$ cat src/rtl/apb_master_pkg.sv
// Shared types and default sizes for the APB requester slice.
package apb_pkg;

  typedef enum logic [1:0] {
    IDLE   = 2'd0,
    SETUP  = 2'd1,
    ACCESS = 2'd2
  } apb_state_t;

  localparam int APB_ADDR_W      = 32;
  localparam int APB_DATA_W      = 32;
  localparam int APB_TIMEOUT_CYC = 16;

endpackage

$ cat src/rtl/apb_master_if.sv
// Command/response handshake plus APB bus signals seen by the requester.
interface apb_master_if
  import apb_pkg::*;
#(
  parameter int ADDR_W = APB_ADDR_W,
  parameter int DATA_W = APB_DATA_W
);
  logic              cmd_valid;
  logic              cmd_ready;
  logic              cmd_write;
  logic [ADDR_W-1:0] cmd_addr;
  logic [DATA_W-1:0] cmd_wdata;
  logic              rsp_valid;
  logic [DATA_W-1:0] rsp_rdata;
  logic              rsp_err;
  logic              psel;
  logic              penable;
  logic              pwrite;
  logic [ADDR_W-1:0] paddr;
  logic [DATA_W-1:0] pwdata;
  logic [DATA_W-1:0] prdata;
  logic              pready;
  logic              pslverr;

  modport master (
    input  cmd_valid, cmd_write, cmd_addr, cmd_wdata, prdata, pready, pslverr,
    output cmd_ready, rsp_valid, rsp_rdata, rsp_err,
    output psel, penable, pwrite, paddr, pwdata
  );

  modport slave (
    output cmd_valid, cmd_write, cmd_addr, cmd_wdata, prdata, pready, pslverr,
    input  cmd_ready, rsp_valid, rsp_rdata, rsp_err,
    input  psel, penable, pwrite, paddr, pwdata
  );
endinterface

$ cat src/rtl/apb_master_wait_timer.sv
// ACCESS-phase wait counter; o_expired fires on the LIMIT-th consecutive wait cycle.
module apb_wait_timer #(
  parameter int LIMIT = 16
) (
  input  logic i_clk,
  input  logic i_rst,
  input  logic i_clr,
  input  logic i_inc,
  output logic o_expired
);
  localparam int CNT_W = $clog2(LIMIT + 1);

  logic [CNT_W-1:0] r_count;

  always_ff @(posedge i_clk or posedge i_rst) begin
    if (i_rst) begin
      r_count <= '0;
    end else if (i_clr) begin
      r_count <= '0;
    end else if (i_inc) begin
      r_count <= r_count + 1'b1;
    end
  end

  // The cycle being counted is itself the LIMIT-th one when the count is LIMIT-1.
  assign o_expired = i_inc && (r_count == CNT_W'(LIMIT - 1));
endmodule

$ cat src/rtl/apb_master.sv
// APB requester: one command -> SETUP/ACCESS transfer -> one-cycle response pulse.
// Optional ACCESS wait limit enabled by defining APB_MASTER_TIMEOUT_EN.
module apb_master
  import apb_pkg::*;
#(
  parameter int ADDR_W      = APB_ADDR_W,
  parameter int DATA_W      = APB_DATA_W,
  parameter int TIMEOUT_CYC = APB_TIMEOUT_CYC
) (
  input  logic         pclk,
  input  logic         preset,
  apb_master_if.master bus
);
  apb_state_t        r_state;
  logic              r_psel;
  logic              r_penable;
  logic              r_pwrite;
  logic [ADDR_W-1:0] r_paddr;
  logic [DATA_W-1:0] r_pwdata;
  logic              r_rsp_valid;
  logic [DATA_W-1:0] r_rsp_rdata;
  logic              r_rsp_err;
  logic              w_timeout;

`ifdef APB_MASTER_TIMEOUT_EN
  apb_wait_timer #(
    .LIMIT (TIMEOUT_CYC)
  ) u_wait_timer (
    .i_clk     (pclk),
    .i_rst     (preset),
    .i_clr     (r_state == SETUP),
    .i_inc     ((r_state == ACCESS) && !bus.pready),
    .o_expired (w_timeout)
  );
`else
  // Constant 0: without the wait limit ACCESS only ends on pready.
  assign w_timeout = (TIMEOUT_CYC < 0);
`endif

  always_ff @(posedge pclk or posedge preset) begin
    if (preset) begin
      r_state     <= IDLE;
      r_psel      <= 1'b0;
      r_penable   <= 1'b0;
      r_pwrite    <= 1'b0;
      r_paddr     <= '0;
      r_pwdata    <= '0;
      r_rsp_valid <= 1'b0;
      r_rsp_rdata <= '0;
      r_rsp_err   <= 1'b0;
    end else begin
      r_rsp_valid <= 1'b0;
      case (r_state)
        IDLE: begin
          if (bus.cmd_valid) begin
            r_pwrite  <= bus.cmd_write;
            r_paddr   <= bus.cmd_addr;
            r_pwdata  <= bus.cmd_wdata;
            r_psel    <= 1'b1;
            r_penable <= 1'b0;
            r_state   <= SETUP;
          end
        end
        SETUP: begin
          r_penable <= 1'b1;
          r_state   <= ACCESS;
        end
        ACCESS: begin
          // pready takes priority over a limit reached in the same cycle.
          if (bus.pready) begin
            r_psel      <= 1'b0;
            r_penable   <= 1'b0;
            r_state     <= IDLE;
            r_rsp_valid <= 1'b1;
            r_rsp_err   <= bus.pslverr;
            r_rsp_rdata <= (!r_pwrite && !bus.pslverr) ? bus.prdata : '0;
          end else if (w_timeout) begin
            r_psel      <= 1'b0;
            r_penable   <= 1'b0;
            r_state     <= IDLE;
            r_rsp_valid <= 1'b1;
            r_rsp_err   <= 1'b1;
            r_rsp_rdata <= '0;
          end
        end
        default: r_state <= IDLE;
      endcase
    end
  end

  assign bus.cmd_ready = (r_state == IDLE) && !preset;
  assign bus.psel      = r_psel;
  assign bus.penable   = r_penable;
  assign bus.pwrite    = r_pwrite;
  assign bus.paddr     = r_paddr;
  assign bus.pwdata    = r_pwdata;
  assign bus.rsp_valid = r_rsp_valid;
  assign bus.rsp_rdata = r_rsp_rdata;
  assign bus.rsp_err   = r_rsp_err;
endmodule

$ cat src/flat_wrapper.sv
// flat-port wrapper written by rule: the top's interface ports become plain ports
module apb_master_flat import apb_pkg::*;
#(
  parameter int ADDR_W      = APB_ADDR_W,
  parameter int DATA_W      = APB_DATA_W,
  parameter int TIMEOUT_CYC = APB_TIMEOUT_CYC
)
  (pclk, preset, bus_cmd_valid, bus_cmd_write, bus_cmd_addr, bus_cmd_wdata, bus_prdata, bus_pready, bus_pslverr, bus_cmd_ready, bus_rsp_valid, bus_rsp_rdata, bus_rsp_err, bus_psel, bus_penable, bus_pwrite, bus_paddr, bus_pwdata);
  apb_master_if #(.ADDR_W(ADDR_W), .DATA_W(DATA_W)) bus_i ();
  input  logic pclk;
  input  logic preset;
  input wire logic [$bits(bus_i.cmd_valid)-1:0] bus_cmd_valid;
  input wire logic [$bits(bus_i.cmd_write)-1:0] bus_cmd_write;
  input wire logic [$bits(bus_i.cmd_addr)-1:0] bus_cmd_addr;
  input wire logic [$bits(bus_i.cmd_wdata)-1:0] bus_cmd_wdata;
  input wire logic [$bits(bus_i.prdata)-1:0] bus_prdata;
  input wire logic [$bits(bus_i.pready)-1:0] bus_pready;
  input wire logic [$bits(bus_i.pslverr)-1:0] bus_pslverr;
  output wire logic [$bits(bus_i.cmd_ready)-1:0] bus_cmd_ready;
  output wire logic [$bits(bus_i.rsp_valid)-1:0] bus_rsp_valid;
  output wire logic [$bits(bus_i.rsp_rdata)-1:0] bus_rsp_rdata;
  output wire logic [$bits(bus_i.rsp_err)-1:0] bus_rsp_err;
  output wire logic [$bits(bus_i.psel)-1:0] bus_psel;
  output wire logic [$bits(bus_i.penable)-1:0] bus_penable;
  output wire logic [$bits(bus_i.pwrite)-1:0] bus_pwrite;
  output wire logic [$bits(bus_i.paddr)-1:0] bus_paddr;
  output wire logic [$bits(bus_i.pwdata)-1:0] bus_pwdata;
  assign bus_i.cmd_valid = bus_cmd_valid;
  assign bus_i.cmd_write = bus_cmd_write;
  assign bus_i.cmd_addr = bus_cmd_addr;
  assign bus_i.cmd_wdata = bus_cmd_wdata;
  assign bus_i.prdata = bus_prdata;
  assign bus_i.pready = bus_pready;
  assign bus_i.pslverr = bus_pslverr;
  assign bus_cmd_ready = bus_i.cmd_ready;
  assign bus_rsp_valid = bus_i.rsp_valid;
  assign bus_rsp_rdata = bus_i.rsp_rdata;
  assign bus_rsp_err = bus_i.rsp_err;
  assign bus_psel = bus_i.psel;
  assign bus_penable = bus_i.penable;
  assign bus_pwrite = bus_i.pwrite;
  assign bus_paddr = bus_i.paddr;
  assign bus_pwdata = bus_i.pwdata;
  apb_master #(.ADDR_W(ADDR_W), .DATA_W(DATA_W), .TIMEOUT_CYC(TIMEOUT_CYC)) u_core (.pclk(pclk), .preset(preset), .bus(bus_i));
endmodule
$ cat config.mk
export PLATFORM = sky130hd
export DESIGN_NAME = apb_master_flat
export DESIGN_NICKNAME = d
export VERILOG_FILES = /design/src/rtl/apb_master_pkg.sv /design/src/rtl/apb_master_if.sv /design/src/rtl/apb_master_wait_timer.sv /design/src/rtl/apb_master.sv /design/src/flat_wrapper.sv
export SDC_FILE = /design/constraint.sdc
export NUM_CORES = 1
export LEC_CHECK = 0
export BUFFER_PORTS_ARGS = -buffer_cell sky130_fd_sc_hd__buf_2
export CAP_MARGIN = 20
export CORE_MARGIN = 1
export CORE_UTILIZATION = 40
export CTS_CLUSTER_SIZE = 8
export DETAILED_ROUTE_END_ITERATION = 8
export GPL_ROUTABILITY_DRIVEN = 0
export PLACE_DENSITY_LB_ADDON = 0.08
export SYNTH_ARGS = -nofsm -noshare
export SYNTH_HDL_FRONTEND = slang
export SYNTH_SLANG_ARGS = --single-unit
$ cat constraint.sdc
create_clock -name pclk -period 4.6 [get_ports pclk]
set_input_delay 0.23 -clock pclk [delete_from_list [all_inputs] [get_ports pclk]]
set_output_delay 0.23 -clock pclk [all_outputs]
set_load 0.005 [all_outputs]
==> results.json <==
{
  "synth_compound_area_share_pct": 7.430,
  "hold_viol": 0,
  "comb_power_share_pct": 39.5,
  "met1_length_mm": 3.706,
  "yosysMostFrequentCell": "dfrtp_1",
  "routedWlPerCell_um": 14.94,
  "ys_async_sr_fraction_pct": 100.0,
  "critical_path.startpoint_type": "flip-flop",
  "vias_per_cell": 4.670,
  "synth_area_leaders": "dfrtp_1, mux2_4, a22o_1",
  "synth-seq-cells": 103,
  "netlist.area_leader.share_pct": 62.73,
  "synth_area_per_cell_um2": 16.98,
  "track_usage_pct": 15.82,
  "synth.yosys.warnings": 0,
  "arrival_ps": 2220,
  "cp.required_ps": 4850,
  "hpwl_mm": 6.148,
  "reg2reg_depth": 5,
  "timing.hold.ws_ps": 77.64,
  "p_leak_nw": 3.016,
  "cts_tree": "done",
  "met3_length_um": 728,
  "globalRoute.totalOverflow": 0,
  "final_layout_size_suffix_gt1_share_pct": 65.27,
  "p_clk_share_pct": 18.1,
  "cts_root_buffer": "clkbuf_8",
  "outcome": "finished clean",
  "dieArea_mm2": 0.01068,
  "netlist_area_mm2": 0.004109,
  "period_minus_slack_ps": 1969,
  "power_density_mw_per_mm2": 675.4,
  "irDropWorstVdd_mv": 0.2536,
  "max_freq_ghz": 0.5078,
  "clock_path_buffers": 2,
  "finalSetupTns_ps": 0,
  "rows": 36,
  "r2r_start": "u_core.r_state[0]",
  "synthFlopType": "dfrtp_1",
  "holdPathStages": 2,
  "period_share_pct": 42.81,
  "hold_end": "u_core.bus.rsp_rdata[10]",
  "htreeDepth": 3,
  "die_w_um": 103.4,
  "rr_endpoint": "u_core.bus.pwdata[27]",
  "routed_wl_mm": 8.742,
  "diodes": 0,
  "placed_area_mm2": 0.005202,
  "synth.distinct_cells": 21,
  "synth_edf_count": 0,
  "rrSetupSlack_ps": 2630,
  "p_int_mw": 2.635,
  "yosys-mux-area-fraction_pct": 23.72,
  "final_cells": 585,
  "portBuffers": 203,
  "area_growth_pct": 34.04,
  "worst_pin_slew_ps": 695.6,
  "synth_commonest_cells": "dfrtp_1, mux2_4, a22o_1, mux2_2",
  "drc": 0,
  "grt_pass1_wl_mm": 12.69,
  "synth_top_family_by_area": "multiplexers",
  "finClkSkew_ps": 9.183,
  "synth_fa_ha_area_share_pct": 1.523,
  "ys_seq_area_share_pct": 62.73,
  "p_switching_mw": 1.085,
  "synth-simple-area-share_pct": 1.462,
  "via_count": 2732,
  "numCtsBuffers": 9,
  "wl_met2_mm": 4.186,
  "filler_cell_count": 838,
  "grt_max_degree": 66,
  "synth_xor_area_share_pct": 0,
  "rsz0062_at_grt": "false",
  "clkLatencyLatePin_ps": 360,
  "relSlewSlack_pct": 53.46,
  "core_mm2": 0.009864,
  "p_seq_share_pct": 42.3,
  "drtIter0Drc": 64,
  "dr.pass1.iters": 4,
  "synth_fp_nets": 349,
  "drv_slew": 0,
  "io_pins": 204,
  "switching_share_pct": 29.17,
  "start_util_pct": 41.65,
  "nets": 554,
  "synthCells": 242,
  "ant_nets": 0,
  "cts_sinks": 103,
  "dieHeight_um": 103.4,
  "clk_pin_slew_ps": 100,
  "dp.cells": 566,
  "top_layer": "met4",
  "worst_setup_path_end_kind": "flip-flop",
  "final_area_mm2": 0.005508,
  "yosys.area.top_type": "dfrtp_1",
  "grt_pass1_vias": 2478,
  "max-cap-violations": 0,
  "power_mw": 3.720,
  "antenna_found_initial": 0,
  "crit_type": "reg -> reg",
  "finalSetupViolCount": 0,
  "hp-class": "in -> reg",
  "hp-start": "bus_prdata[10]",
  "cts_repair_resize_count": 0,
  "cp_max_fo": 38
}
-- logic make-up after synthesis --
| group | Yosys count |
|---|---|
| adder cells (fa/ha/maj) | 5 |
| flip-flops | 103 |
| buffers and inverters | 19 |
| AND/OR/NAND/NOR | 9 |
| multiplexers | 70 |
| AO/OA/AOI/OAI | 36 |
-- final cells by class --
type	count	area [um2]	share of cell area (%)
timing repair buffer	207	1086	19.72
multi-input combinational	120	1410	25.60
sequential	103	2577	46.80
clock inverter	6	115.1	2.090
inverter	6	25.02	0.4543
clock buffer	10	127.6	2.317
tap	133	166.4	3.021
-- state kept, by name (all words and copies together), names as in the netlist --
name,flops
u_core.bus.rsp_err,1
u_core.r_state,2
u_core.bus.rsp_rdata,32
u_core.bus.psel,1
u_core.bus.rsp_valid,1
u_core.bus.penable,1
u_core.bus.pwdata,32
u_core.bus.paddr,32
u_core.bus.pwrite,1
-- critical path, cell delays in order (launching register included) --
cell     delay (ps)
dfrtp_1         390
inv_1           100
ha_1            250
nand2_4         400
buf_16          310
mux2_2          370
-- power by group through the flow --
stage	clock network, mW	logic (mW)	registers [mW]
2_1_floorplan	0	0.841	1.63
3_3_place_gp	0	1.47	1.57
3_5_place_dp	0	1.49	1.59
4_1_cts	0.700	1.49	1.58
5_1_grt	0.730	1.61	1.63
6_report	0.675	1.47	1.57
-- routing by layer --
metal / vias up / track usage [%]
li1: 1276 / -
met4: 0 / 5.850
met3: 12 / 5.242
met2: 115 / 25.42
met1: 1329 / 19.90
met5: - / 0
-- through the flow --
stage,utilization (%),setup slack (ps)
6_report,55.83,2631
5_1_grt,55.83,2475
4_1_cts,55.30,1996
3_5_place_dp,52.74,2040
3_3_place_gp,52.74,2132
2_1_floorplan,-,1666
-- worst max path at each step --
stage | slack (ps) | start | to
4_1_cts | 2000 | u_core.r_state[0] | u_core.bus.rsp_rdata[5]
2_1_floorplan | 1670 | preset | u_core.bus.paddr[0]
5_1_grt | 2480 | u_core.r_state[0] | u_core.bus.rsp_rdata[28]
3_5_place_dp | 2040 | u_core.r_state[0] | u_core.bus.rsp_rdata[15]
3_3_place_gp | 2130 | u_core.r_state[0] | u_core.bus.rsp_rdata[14]
6_report | 2630 | u_core.r_state[0] | u_core.bus.pwdata[27]
-- repair_timing --
item                                    in CTS  in global routing
hold buffers                                 1                  0
setup buffers                                0                  0
endpoints found under the setup margin       0                  0
hold endpoints to repair                    49                  0
-- placed cells by master, fill, tap and decap left out --
cell type | netlist | layout
o22ai_1 | 1 | 1
clkinvlp_4 | 0 | 1
bufinv_16 | 0 | 3
mux2_4 | 50 | 50
dlygate4sd3_1 | 0 | 1
inv_1 | 6 | 5
nand2_4 | 0 | 1
clkbuf_8 | 0 | 9
buf_16 | 0 | 1
nor2_1 | 1 | 1
a22o_1 | 32 | 32
nor2b_1 | 3 | 3
nand2_2 | 1 | 1
mux2_2 | 19 | 19
mux2i_1 | 1 | 1
buf_4 | 3 | 1
ha_1 | 5 | 5
clkbuf_1 | 3 | 1
or2_2 | 1 | 1
inv_4 | 0 | 1
a21oi_1 | 2 | 2
inv_6 | 0 | 2
buf_2 | 1 | 203
nand3_1 | 1 | 1
dfrtp_1 | 103 | 103
clkbuf_16 | 0 | 1
nor3_4 | 1 | 1
a221oi_1 | 1 | 1
(Power assumes the default switching activity.)
